`src/rtl/serializador_aprovados_pkg.sv`:
```
// Shared constants for the approved-node serializer: default widths used by the
// active-node evaluator and the serializer FSM state encoding.
package serializador_aprovados_pkg;

  localparam int NUM_NA          = 4;
  localparam int ADDR_WIDTH      = 5;
  localparam int DISTANCIA_WIDTH = 5;

  typedef enum logic [2:0] {
    OCIOSO    = 3'd0,
    SELECIONA = 3'd1,
    ENVIA     = 3'd2,
    REMOVER   = 3'd3,
    ESPERA    = 3'd4
  } estado_t;

endpackage

```
`src/rtl/serializador_aprovados_if.sv`:
```
// Signal bundle between the evaluator, the serializer, the neighbour-expansion
// stage and the predecessor memory. master = serializer side.
interface serializador_aprovados_if
  import serializador_aprovados_pkg::*;
#(
  parameter int P_NUM_NA          = NUM_NA,
  parameter int P_ADDR_WIDTH      = ADDR_WIDTH,
  parameter int P_DISTANCIA_WIDTH = DISTANCIA_WIDTH
);
  logic                                      aa_pronto_in;
  logic [P_NUM_NA-1:0]                       aa_aprovado_in;
  logic [P_ADDR_WIDTH*P_NUM_NA-1:0]          aa_endereco_in;
  logic [P_DISTANCIA_WIDTH*P_NUM_NA-1:0]     aa_distancia_in;
  logic [P_ADDR_WIDTH*P_NUM_NA-1:0]          aa_anterior_data_in;
  logic [P_ADDR_WIDTH-1:0]                   destino_in;
  logic                                      limpar_destino_in;
  logic                                      consumidor_pronto_in;
  logic                                      sa_valido_out;
  logic [P_ADDR_WIDTH-1:0]                   sa_endereco_out;
  logic [P_DISTANCIA_WIDTH-1:0]              sa_distancia_out;
  logic                                      mem_wr_en_out;
  logic [P_ADDR_WIDTH-1:0]                   mem_wr_addr_out;
  logic [P_ADDR_WIDTH-1:0]                   mem_wr_data_out;
  logic                                      sa_remover_aprovados_out;
  logic                                      sa_destino_encontrado_out;
  logic                                      sa_ocupado_out;

  modport master (
    input  aa_pronto_in, aa_aprovado_in, aa_endereco_in, aa_distancia_in,
           aa_anterior_data_in, destino_in, limpar_destino_in, consumidor_pronto_in,
    output sa_valido_out, sa_endereco_out, sa_distancia_out, mem_wr_en_out,
           mem_wr_addr_out, mem_wr_data_out, sa_remover_aprovados_out,
           sa_destino_encontrado_out, sa_ocupado_out
  );

  modport slave (
    output aa_pronto_in, aa_aprovado_in, aa_endereco_in, aa_distancia_in,
           aa_anterior_data_in, destino_in, limpar_destino_in, consumidor_pronto_in,
    input  sa_valido_out, sa_endereco_out, sa_distancia_out, mem_wr_en_out,
           mem_wr_addr_out, mem_wr_data_out, sa_remover_aprovados_out,
           sa_destino_encontrado_out, sa_ocupado_out
  );

endinterface

```
`src/rtl/serializador_aprovados_codificador_prioridade.sv`:
```
// Lowest-set-bit priority encoder: o_indice is the lowest set position of i_bits,
// o_valido flags that at least one bit is set.
module codificador_prioridade #(
  parameter  int NUM_NA = 4,
  localparam int IDX_W  = (NUM_NA > 1) ? $clog2(NUM_NA) : 1
) (
  input  logic [NUM_NA-1:0] i_bits,
  output logic [IDX_W-1:0]  o_indice,
  output logic              o_valido
);

  // Scan from the top so the lowest set bit is the last one written.
  always_comb begin
    o_indice = '0;
    for (int i = NUM_NA - 1; i >= 0; i--) begin
      if (i_bits[i]) o_indice = IDX_W'(i);
    end
  end

  assign o_valido = |i_bits;

endmodule

```
`src/rtl/serializador_aprovados.sv`:
```
// Snapshots the evaluator's approved slots and emits them lowest index first over
// valid/ready, logging each node's predecessor and pulsing remove when done.
module serializador_aprovados
  import serializador_aprovados_pkg::*;
#(
  parameter int P_NUM_NA          = NUM_NA,
  parameter int P_ADDR_WIDTH      = ADDR_WIDTH,
  parameter int P_DISTANCIA_WIDTH = DISTANCIA_WIDTH
) (
  input  logic                     clk,
  input  logic                     rst,
  serializador_aprovados_if.master sa_bus
);

  localparam int IDX_W = (P_NUM_NA > 1) ? $clog2(P_NUM_NA) : 1;

  estado_t                              r_state, w_state_next;
  logic [P_NUM_NA-1:0]                  r_pendente, w_pendente_next;
  logic [IDX_W-1:0]                     r_idx, w_idx_next, w_idx;
  logic                                 w_algum;
  logic                                 w_capturar;
  logic [P_ADDR_WIDTH*P_NUM_NA-1:0]     r_end_snap, r_ant_snap;
  logic [P_DISTANCIA_WIDTH*P_NUM_NA-1:0] r_dist_snap;
  logic [P_ADDR_WIDTH-1:0]              w_end_slot  [P_NUM_NA];
  logic [P_ADDR_WIDTH-1:0]              w_ant_slot  [P_NUM_NA];
  logic [P_DISTANCIA_WIDTH-1:0]         w_dist_slot [P_NUM_NA];

  logic                         r_valido, w_valido_next;
  logic [P_ADDR_WIDTH-1:0]      r_endereco, w_endereco_next;
  logic [P_DISTANCIA_WIDTH-1:0] r_distancia, w_distancia_next;
  logic [P_ADDR_WIDTH-1:0]      r_anterior, w_anterior_next;
  logic                         r_mem_en, w_mem_en_next;
  logic [P_ADDR_WIDTH-1:0]      r_mem_addr, w_mem_addr_next;
  logic [P_ADDR_WIDTH-1:0]      r_mem_data, w_mem_data_next;
  logic                         r_remover, w_remover_next;
  logic                         r_destino, w_destino_next;
  logic                         r_ocupado;

  generate
    for (genvar gi = 0; gi < P_NUM_NA; gi++) begin : g_slot
      assign w_end_slot[gi]  = r_end_snap[P_ADDR_WIDTH*gi +: P_ADDR_WIDTH];
      assign w_ant_slot[gi]  = r_ant_snap[P_ADDR_WIDTH*gi +: P_ADDR_WIDTH];
      assign w_dist_slot[gi] = r_dist_snap[P_DISTANCIA_WIDTH*gi +: P_DISTANCIA_WIDTH];
    end
  endgenerate

  codificador_prioridade #(.NUM_NA(P_NUM_NA)) u_codificador (
    .i_bits   (r_pendente),
    .o_indice (w_idx),
    .o_valido (w_algum)
  );

  always_comb begin
    w_state_next     = r_state;
    w_pendente_next  = r_pendente;
    w_idx_next       = r_idx;
    w_capturar       = 1'b0;
    w_valido_next    = r_valido;
    w_endereco_next  = r_endereco;
    w_distancia_next = r_distancia;
    w_anterior_next  = r_anterior;
    w_mem_en_next    = 1'b0;
    w_mem_addr_next  = r_mem_addr;
    w_mem_data_next  = r_mem_data;
    w_remover_next   = 1'b0;
    w_destino_next   = r_destino & ~sa_bus.limpar_destino_in;
    case (r_state)
      OCIOSO: begin
        if (sa_bus.aa_pronto_in && |sa_bus.aa_aprovado_in) begin
          w_pendente_next = sa_bus.aa_aprovado_in;
          w_capturar      = 1'b1;
          w_state_next    = SELECIONA;
        end
      end
      SELECIONA: begin
        if (!w_algum) begin
          // Registered here so the pulse lines up exactly with the REMOVER cycle.
          w_remover_next = 1'b1;
          w_state_next   = REMOVER;
        end else begin
          w_idx_next       = w_idx;
          w_endereco_next  = w_end_slot[w_idx];
          w_distancia_next = w_dist_slot[w_idx];
          w_anterior_next  = w_ant_slot[w_idx];
          w_valido_next    = 1'b1;
          w_state_next     = ENVIA;
        end
      end
      ENVIA: begin
        if (r_valido && sa_bus.consumidor_pronto_in) begin
          w_valido_next          = 1'b0;
          w_pendente_next[r_idx] = 1'b0;
          w_mem_en_next          = 1'b1;
          w_mem_addr_next        = r_endereco;
          w_mem_data_next        = r_anterior;
          if (r_endereco == sa_bus.destino_in) w_destino_next = 1'b1;
          w_state_next = SELECIONA;
        end
      end
      REMOVER: w_state_next = ESPERA;
      ESPERA: begin
        // Wait for the evaluator to drop its flags so they are not captured twice.
        if (sa_bus.aa_aprovado_in == '0) w_state_next = OCIOSO;
      end
      default: w_state_next = OCIOSO;
    endcase
  end

  always_ff @(posedge clk) begin
    if (rst) begin
      r_state     <= OCIOSO;
      r_pendente  <= '0;
      r_idx       <= '0;
      r_valido    <= 1'b0;
      r_endereco  <= '0;
      r_distancia <= '0;
      r_anterior  <= '0;
      r_mem_en    <= 1'b0;
      r_mem_addr  <= '0;
      r_mem_data  <= '0;
      r_remover   <= 1'b0;
      r_destino   <= 1'b0;
      r_ocupado   <= 1'b0;
    end else begin
      r_state     <= w_state_next;
      r_pendente  <= w_pendente_next;
      r_idx       <= w_idx_next;
      r_valido    <= w_valido_next;
      r_endereco  <= w_endereco_next;
      r_distancia <= w_distancia_next;
      r_anterior  <= w_anterior_next;
      r_mem_en    <= w_mem_en_next;
      r_mem_addr  <= w_mem_addr_next;
      r_mem_data  <= w_mem_data_next;
      r_remover   <= w_remover_next;
      r_destino   <= w_destino_next;
      r_ocupado   <= (w_state_next != OCIOSO);
    end
  end

  always_ff @(posedge clk) begin
    if (rst) begin
      r_end_snap  <= '0;
      r_ant_snap  <= '0;
      r_dist_snap <= '0;
    end else if (w_capturar) begin
      r_end_snap  <= sa_bus.aa_endereco_in;
      r_ant_snap  <= sa_bus.aa_anterior_data_in;
      r_dist_snap <= sa_bus.aa_distancia_in;
    end
  end

  assign sa_bus.sa_valido_out             = r_valido;
  assign sa_bus.sa_endereco_out           = r_endereco;
  assign sa_bus.sa_distancia_out          = r_distancia;
  assign sa_bus.mem_wr_en_out             = r_mem_en;
  assign sa_bus.mem_wr_addr_out           = r_mem_addr;
  assign sa_bus.mem_wr_data_out           = r_mem_data;
  assign sa_bus.sa_remover_aprovados_out  = r_remover;
  assign sa_bus.sa_destino_encontrado_out = r_destino;
  assign sa_bus.sa_ocupado_out            = r_ocupado;

endmodule
```
`src/flat_wrapper.sv`:
```
// flat-port wrapper written by rule: the top's interface ports become plain ports
module serializador_aprovados_flat import serializador_aprovados_pkg::*;
#(
  parameter int P_NUM_NA          = NUM_NA,
  parameter int P_ADDR_WIDTH      = ADDR_WIDTH,
  parameter int P_DISTANCIA_WIDTH = DISTANCIA_WIDTH
)
  (clk, rst, sa_bus_aa_pronto_in, sa_bus_aa_aprovado_in, sa_bus_aa_endereco_in, sa_bus_aa_distancia_in, sa_bus_aa_anterior_data_in, sa_bus_destino_in, sa_bus_limpar_destino_in, sa_bus_consumidor_pronto_in, sa_bus_sa_valido_out, sa_bus_sa_endereco_out, sa_bus_sa_distancia_out, sa_bus_mem_wr_en_out, sa_bus_mem_wr_addr_out, sa_bus_mem_wr_data_out, sa_bus_sa_remover_aprovados_out, sa_bus_sa_destino_encontrado_out, sa_bus_sa_ocupado_out);
  serializador_aprovados_if #(.P_NUM_NA(P_NUM_NA), .P_ADDR_WIDTH(P_ADDR_WIDTH), .P_DISTANCIA_WIDTH(P_DISTANCIA_WIDTH)) sa_bus_i ();
  input  logic clk;
  input  logic rst;
  input wire logic [$bits(sa_bus_i.aa_pronto_in)-1:0] sa_bus_aa_pronto_in;
  input wire logic [$bits(sa_bus_i.aa_aprovado_in)-1:0] sa_bus_aa_aprovado_in;
  input wire logic [$bits(sa_bus_i.aa_endereco_in)-1:0] sa_bus_aa_endereco_in;
  input wire logic [$bits(sa_bus_i.aa_distancia_in)-1:0] sa_bus_aa_distancia_in;
  input wire logic [$bits(sa_bus_i.aa_anterior_data_in)-1:0] sa_bus_aa_anterior_data_in;
  input wire logic [$bits(sa_bus_i.destino_in)-1:0] sa_bus_destino_in;
  input wire logic [$bits(sa_bus_i.limpar_destino_in)-1:0] sa_bus_limpar_destino_in;
  input wire logic [$bits(sa_bus_i.consumidor_pronto_in)-1:0] sa_bus_consumidor_pronto_in;
  output wire logic [$bits(sa_bus_i.sa_valido_out)-1:0] sa_bus_sa_valido_out;
  output wire logic [$bits(sa_bus_i.sa_endereco_out)-1:0] sa_bus_sa_endereco_out;
  output wire logic [$bits(sa_bus_i.sa_distancia_out)-1:0] sa_bus_sa_distancia_out;
  output wire logic [$bits(sa_bus_i.mem_wr_en_out)-1:0] sa_bus_mem_wr_en_out;
  output wire logic [$bits(sa_bus_i.mem_wr_addr_out)-1:0] sa_bus_mem_wr_addr_out;
  output wire logic [$bits(sa_bus_i.mem_wr_data_out)-1:0] sa_bus_mem_wr_data_out;
  output wire logic [$bits(sa_bus_i.sa_remover_aprovados_out)-1:0] sa_bus_sa_remover_aprovados_out;
  output wire logic [$bits(sa_bus_i.sa_destino_encontrado_out)-1:0] sa_bus_sa_destino_encontrado_out;
  output wire logic [$bits(sa_bus_i.sa_ocupado_out)-1:0] sa_bus_sa_ocupado_out;
  assign sa_bus_i.aa_pronto_in = sa_bus_aa_pronto_in;
  assign sa_bus_i.aa_aprovado_in = sa_bus_aa_aprovado_in;
  assign sa_bus_i.aa_endereco_in = sa_bus_aa_endereco_in;
  assign sa_bus_i.aa_distancia_in = sa_bus_aa_distancia_in;
  assign sa_bus_i.aa_anterior_data_in = sa_bus_aa_anterior_data_in;
  assign sa_bus_i.destino_in = sa_bus_destino_in;
  assign sa_bus_i.limpar_destino_in = sa_bus_limpar_destino_in;
  assign sa_bus_i.consumidor_pronto_in = sa_bus_consumidor_pronto_in;
  assign sa_bus_sa_valido_out = sa_bus_i.sa_valido_out;
  assign sa_bus_sa_endereco_out = sa_bus_i.sa_endereco_out;
  assign sa_bus_sa_distancia_out = sa_bus_i.sa_distancia_out;
  assign sa_bus_mem_wr_en_out = sa_bus_i.mem_wr_en_out;
  assign sa_bus_mem_wr_addr_out = sa_bus_i.mem_wr_addr_out;
  assign sa_bus_mem_wr_data_out = sa_bus_i.mem_wr_data_out;
  assign sa_bus_sa_remover_aprovados_out = sa_bus_i.sa_remover_aprovados_out;
  assign sa_bus_sa_destino_encontrado_out = sa_bus_i.sa_destino_encontrado_out;
  assign sa_bus_sa_ocupado_out = sa_bus_i.sa_ocupado_out;
  serializador_aprovados #(.P_NUM_NA(P_NUM_NA), .P_ADDR_WIDTH(P_ADDR_WIDTH), .P_DISTANCIA_WIDTH(P_DISTANCIA_WIDTH)) u_core (.clk(clk), .rst(rst), .sa_bus(sa_bus_i));
endmodule
```
`config.mk`:
```
export PLATFORM = sky130hd
export DESIGN_NAME = serializador_aprovados_flat
export DESIGN_NICKNAME = d
export VERILOG_FILES = /design/src/rtl/serializador_aprovados_pkg.sv /design/src/rtl/serializador_aprovados_if.sv /design/src/rtl/serializador_aprovados_codificador_prioridade.sv /design/src/rtl/serializador_aprovados.sv /design/src/flat_wrapper.sv
export SDC_FILE = /design/constraint.sdc
export NUM_CORES = 1
export LEC_CHECK = 0
export BUFFER_PORTS_ARGS = -buffer_cell sky130_fd_sc_hd__buf_4
export CORE_MARGIN = 2
export CORE_UTILIZATION = 54
export CTS_BUF_LIST = sky130_fd_sc_hd__clkbuf_16
export DETAILED_ROUTE_END_ITERATION = 8
export PLACE_DENSITY = 0.86
export SYNTH_ARGS = -nofsm -noshare
export SYNTH_HDL_FRONTEND = slang
export SYNTH_SLANG_ARGS = --single-unit
```
`constraint.sdc`:
```
create_clock -name clk -period 1.55 [get_ports clk]
set_input_delay 0 -clock clk [delete_from_list [all_inputs] [get_ports clk]]
set_output_delay 0 -clock clk [all_outputs]
set_load 0.01 [all_outputs]
```
==> impl_metrics.json <==
{
  "status": "complete, no violations",
  "worstPathArrival_ns": 1.79,
  "crit_path_start_kind": "flip-flop",
  "place_area_sq_um": 5140,
  "final_cell_area_sq_um": 6170,
  "hp-class": "in -> reg",
  "peakVddDrop_v": 0.000701,
  "yosys.area.top_type": "dfxtp_1",
  "drive_gt1_frac": 0.218,
  "drc": 0,
  "clock-sinks": 99,
  "synth_nets": 616,
  "crit_fanout": 10,
  "r2r-end": "u_core.sa_bus.sa_distancia_out[4]",
  "r2r_start": "u_core.r_pendente[2]",
  "hold_violations": 0,
  "ant_nets": 0,
  "layout_min_cycle_time_ns": 1.53,
  "initial_utilization": 0.558,
  "synth.avg_cell_area_sq_um": 7.95,
  "rsz0062_at_grt": "true",
  "nFillCells": 432,
  "viasPerCell": 5.87,
  "grt_usage": 0.306,
  "cts_tree": "built",
  "worstSetupPathType": "reg -> reg",
  "synth_top_area_frac": 0.460,
  "synthesis.area_sq_um": 4310,
  "clk_pin_slew_ns": 0.07,
  "fin_cells": 806,
  "row_count": 32,
  "slew-limit-headroom": 0.733,
  "die_w_um": 93.3,
  "r2r_cells": 6,
  "grt_pass1_vias": 4468,
  "first_pass_iters": 5,
  "area_growth_pct": 43.1,
  "port_buffers": 98,
  "endpoint_kind": "flip-flop",
  "finalSetupTns_ns": 0,
  "postLayoutCoreUtil": 0.798,
  "grt_pass1_wl_um": 21000,
  "total_power_mw": 6.48,
  "ys_warn_count": 0,
  "drv_slew": 0,
  "cts.htree.levels": 3,
  "power_density_nw_per_um2": 1050,
  "wl_per_cell_um": 16.6,
  "hold_end": "u_core.sa_bus.sa_destino_encontrado_out",
  "grt_overflow_total": 0,
  "finalCritPeriodShare": 0.987,
  "antenna_found_initial": 1,
  "synth.yosys.seq_area_share": 0.460,
  "synth_seq_cells": 99,
  "hold_depth": 4,
  "synth.distinct_cells": 35,
  "root_buffer": "clkbuf_16",
  "numCtsBuffers": 9,
  "vias": 4735,
  "boundaryPins": 99,
  "gp_congestion": 0.903,
  "routed_wl_um": 13300,
  "cap_violations": 0,
  "syn_inst": 542,
  "dieArea_sq_um": 8710,
  "placedCellCount": 719,
  "dp_hpwl_um": 7440,
  "ff2ff_setup_slack_ns": 0.02,
  "clock_path_buffers": 2,
  "core-area_sq_um": 7730,
  "dieHeight_um": 93.3,
  "setup_viol": 0,
  "grt_max_degree": 96,
  "crit_required_ns": 1.81,
  "drtIter0Drc": 522,
  "insertion_delay_ns": 0.34,
  "hold_start": "sa_bus_destino_in[0]",
  "nNetsFinal": 771,
  "finClkSkew_ns": 0.00568,
  "p_leak_nw": 2.42,
  "fmax_ghz": 0.653,
  "synth_area_leaders": "dfxtp_1, nand2_1, a21oi_1",
  "worst_pin_slew_ns": 0.400
}
[through the flow]
step	worst slack (ns)	hold slack (ns)
final	0.0195	0.00914
after global routing	-0.0570	0.0386
after CTS	0.0225	0.00744
after detailed placement	-0.00295	0.220
after global placement	0.0887	0.216
after floorplan	0.119	0.136
[per-layer routing]
metal  vias up  share of wire  track usage
met2       297           0.50        0.513
li1       2177              -            -
met4         0          0.048        0.173
met3        72          0.078       0.0556
met1      2189           0.38        0.369
met5         -              0            0
[flip-flops by register name, indices dropped and copies added, names as in the netlist, 3 cells and up]
name                            flops
u_core.r_dist_snap                 20
u_core.r_anterior                   5
u_core.r_pendente                   4
u_core.sa_bus.sa_endereco_out       5
u_core.sa_bus.sa_distancia_out      5
u_core.r_state                      3
u_core.r_ant_snap                  20
u_core.r_end_snap                  20
u_core.sa_bus.mem_wr_addr_out       5
u_core.sa_bus.mem_wr_data_out       5
[worst max-delay path, stage by stage (launching register included)]
cell     delay, ns
dfxtp_1       0.36
nor2_1        0.14
buf_4         0.21
buf_12        0.14
o21ai_0       0.09
a211o_1       0.31
a31oi_1       0.20
[power by group]
part	internal (mW)	switching [mW]	leakage (nW)
sequential	2.74	0.132	0.809
clock	1.23	0.927	0.143
combinational	0.659	0.792	1.47
total	4.63	1.85	2.42
[layout by cell type (no fill, tap or decap), types with 2 or more instances in the layout]
cell,synthesis,layout
nand2_1,164,164
buf_4,2,114
dfxtp_1,99,95
a21oi_1,76,76
dlygate4sd3_1,0,67
nand3_1,25,25
a31oi_1,20,20
o21ai_0,16,16
o211ai_1,16,16
a211o_1,15,15
and3_1,16,15
a21boi_0,15,15
clkbuf_16,0,10
nor2_1,7,5
buf_12,0,5
nand2b_1,4,4
dfxtp_2,0,4
xor2_1,3,3
buf_6,13,3
diode_2,0,2
xnor2_1,2,2
clkinv_1,0,2
inv_1,0,2
[logic make-up after synthesis]
family | count (synthesis) | share of synthesized area
AO/OA/AOI/OAI | 161 | 0.227
XOR/XNOR | 5 | 0.0102
buffers and inverters | 47 | 0.0679
flip-flops | 99 | 0.460
AND/OR/NAND/NOR | 230 | 0.235
[how the worst max path moves through the flow]
stage / start / to
after detailed placement: u_core.r_state[0] / u_core.sa_bus.sa_endereco_out[1]
final: u_core.r_pendente[2] / u_core.sa_bus.sa_distancia_out[4]
after floorplan: u_core.r_state[1] / u_core.sa_bus.mem_wr_addr_out[0]
after global placement: sa_bus_aa_aprovado_in[1] / u_core.r_pendente[1]
after CTS: u_core.r_state[0] / u_core.sa_bus.sa_distancia_out[4]
after global routing: u_core.r_pendente[2] / u_core.sa_bus.sa_distancia_out[4]
[layout make-up]
type	instances	area (sq um)	area share
Antenna cell	2	5.00	0.000812
Clock buffer	9	225	0.0365
Clock inverter	7	61.3	0.00994
Multi-Input combinational cell	396	2060	0.334
Sequential cell	99	1990	0.322
Tap cell	102	128	0.0207
Timing Repair Buffer	191	1700	0.276
[cell usage after synthesis]
cell type	instances
xnor2_1	2
a21boi_0	15
xor2_1	3
and3_1	16
or2_1	2
nor3_1	1
a21oi_1	76
a31oi_1	20
buf_4	2
nor2_1	7
nand4b_1	1
o21ai_0	16
nand4_1	1
or3_1	1
a211o_1	15
or2_2	1
nand3_2	1
a21boi_2	1
buf_2	8
o211ai_1	16
dfxtp_1	99
o21ai_2	1
nor2b_1	1
nor3b_4	1
clkbuf_2	1
nand2b_1	4
nor3b_2	1
nand3_1	25
buf_6	13
and4b_1	1
o21bai_1	1
nand3b_1	1
clkbuf_1	23
or4_4	1
nand2_1	164
[repair_timing]
action / in CTS / in global routing
hold buffers: 67 / 0
pin swaps: 0 / 3
gates resized for setup: 2 / 13
setup endpoints to repair: 1 / 64
hold endpoints to repair: 66 / 0
setup buffers: 0 / 2
gates cloned: 0 / 0
Power figures use the tool's default switching activity.
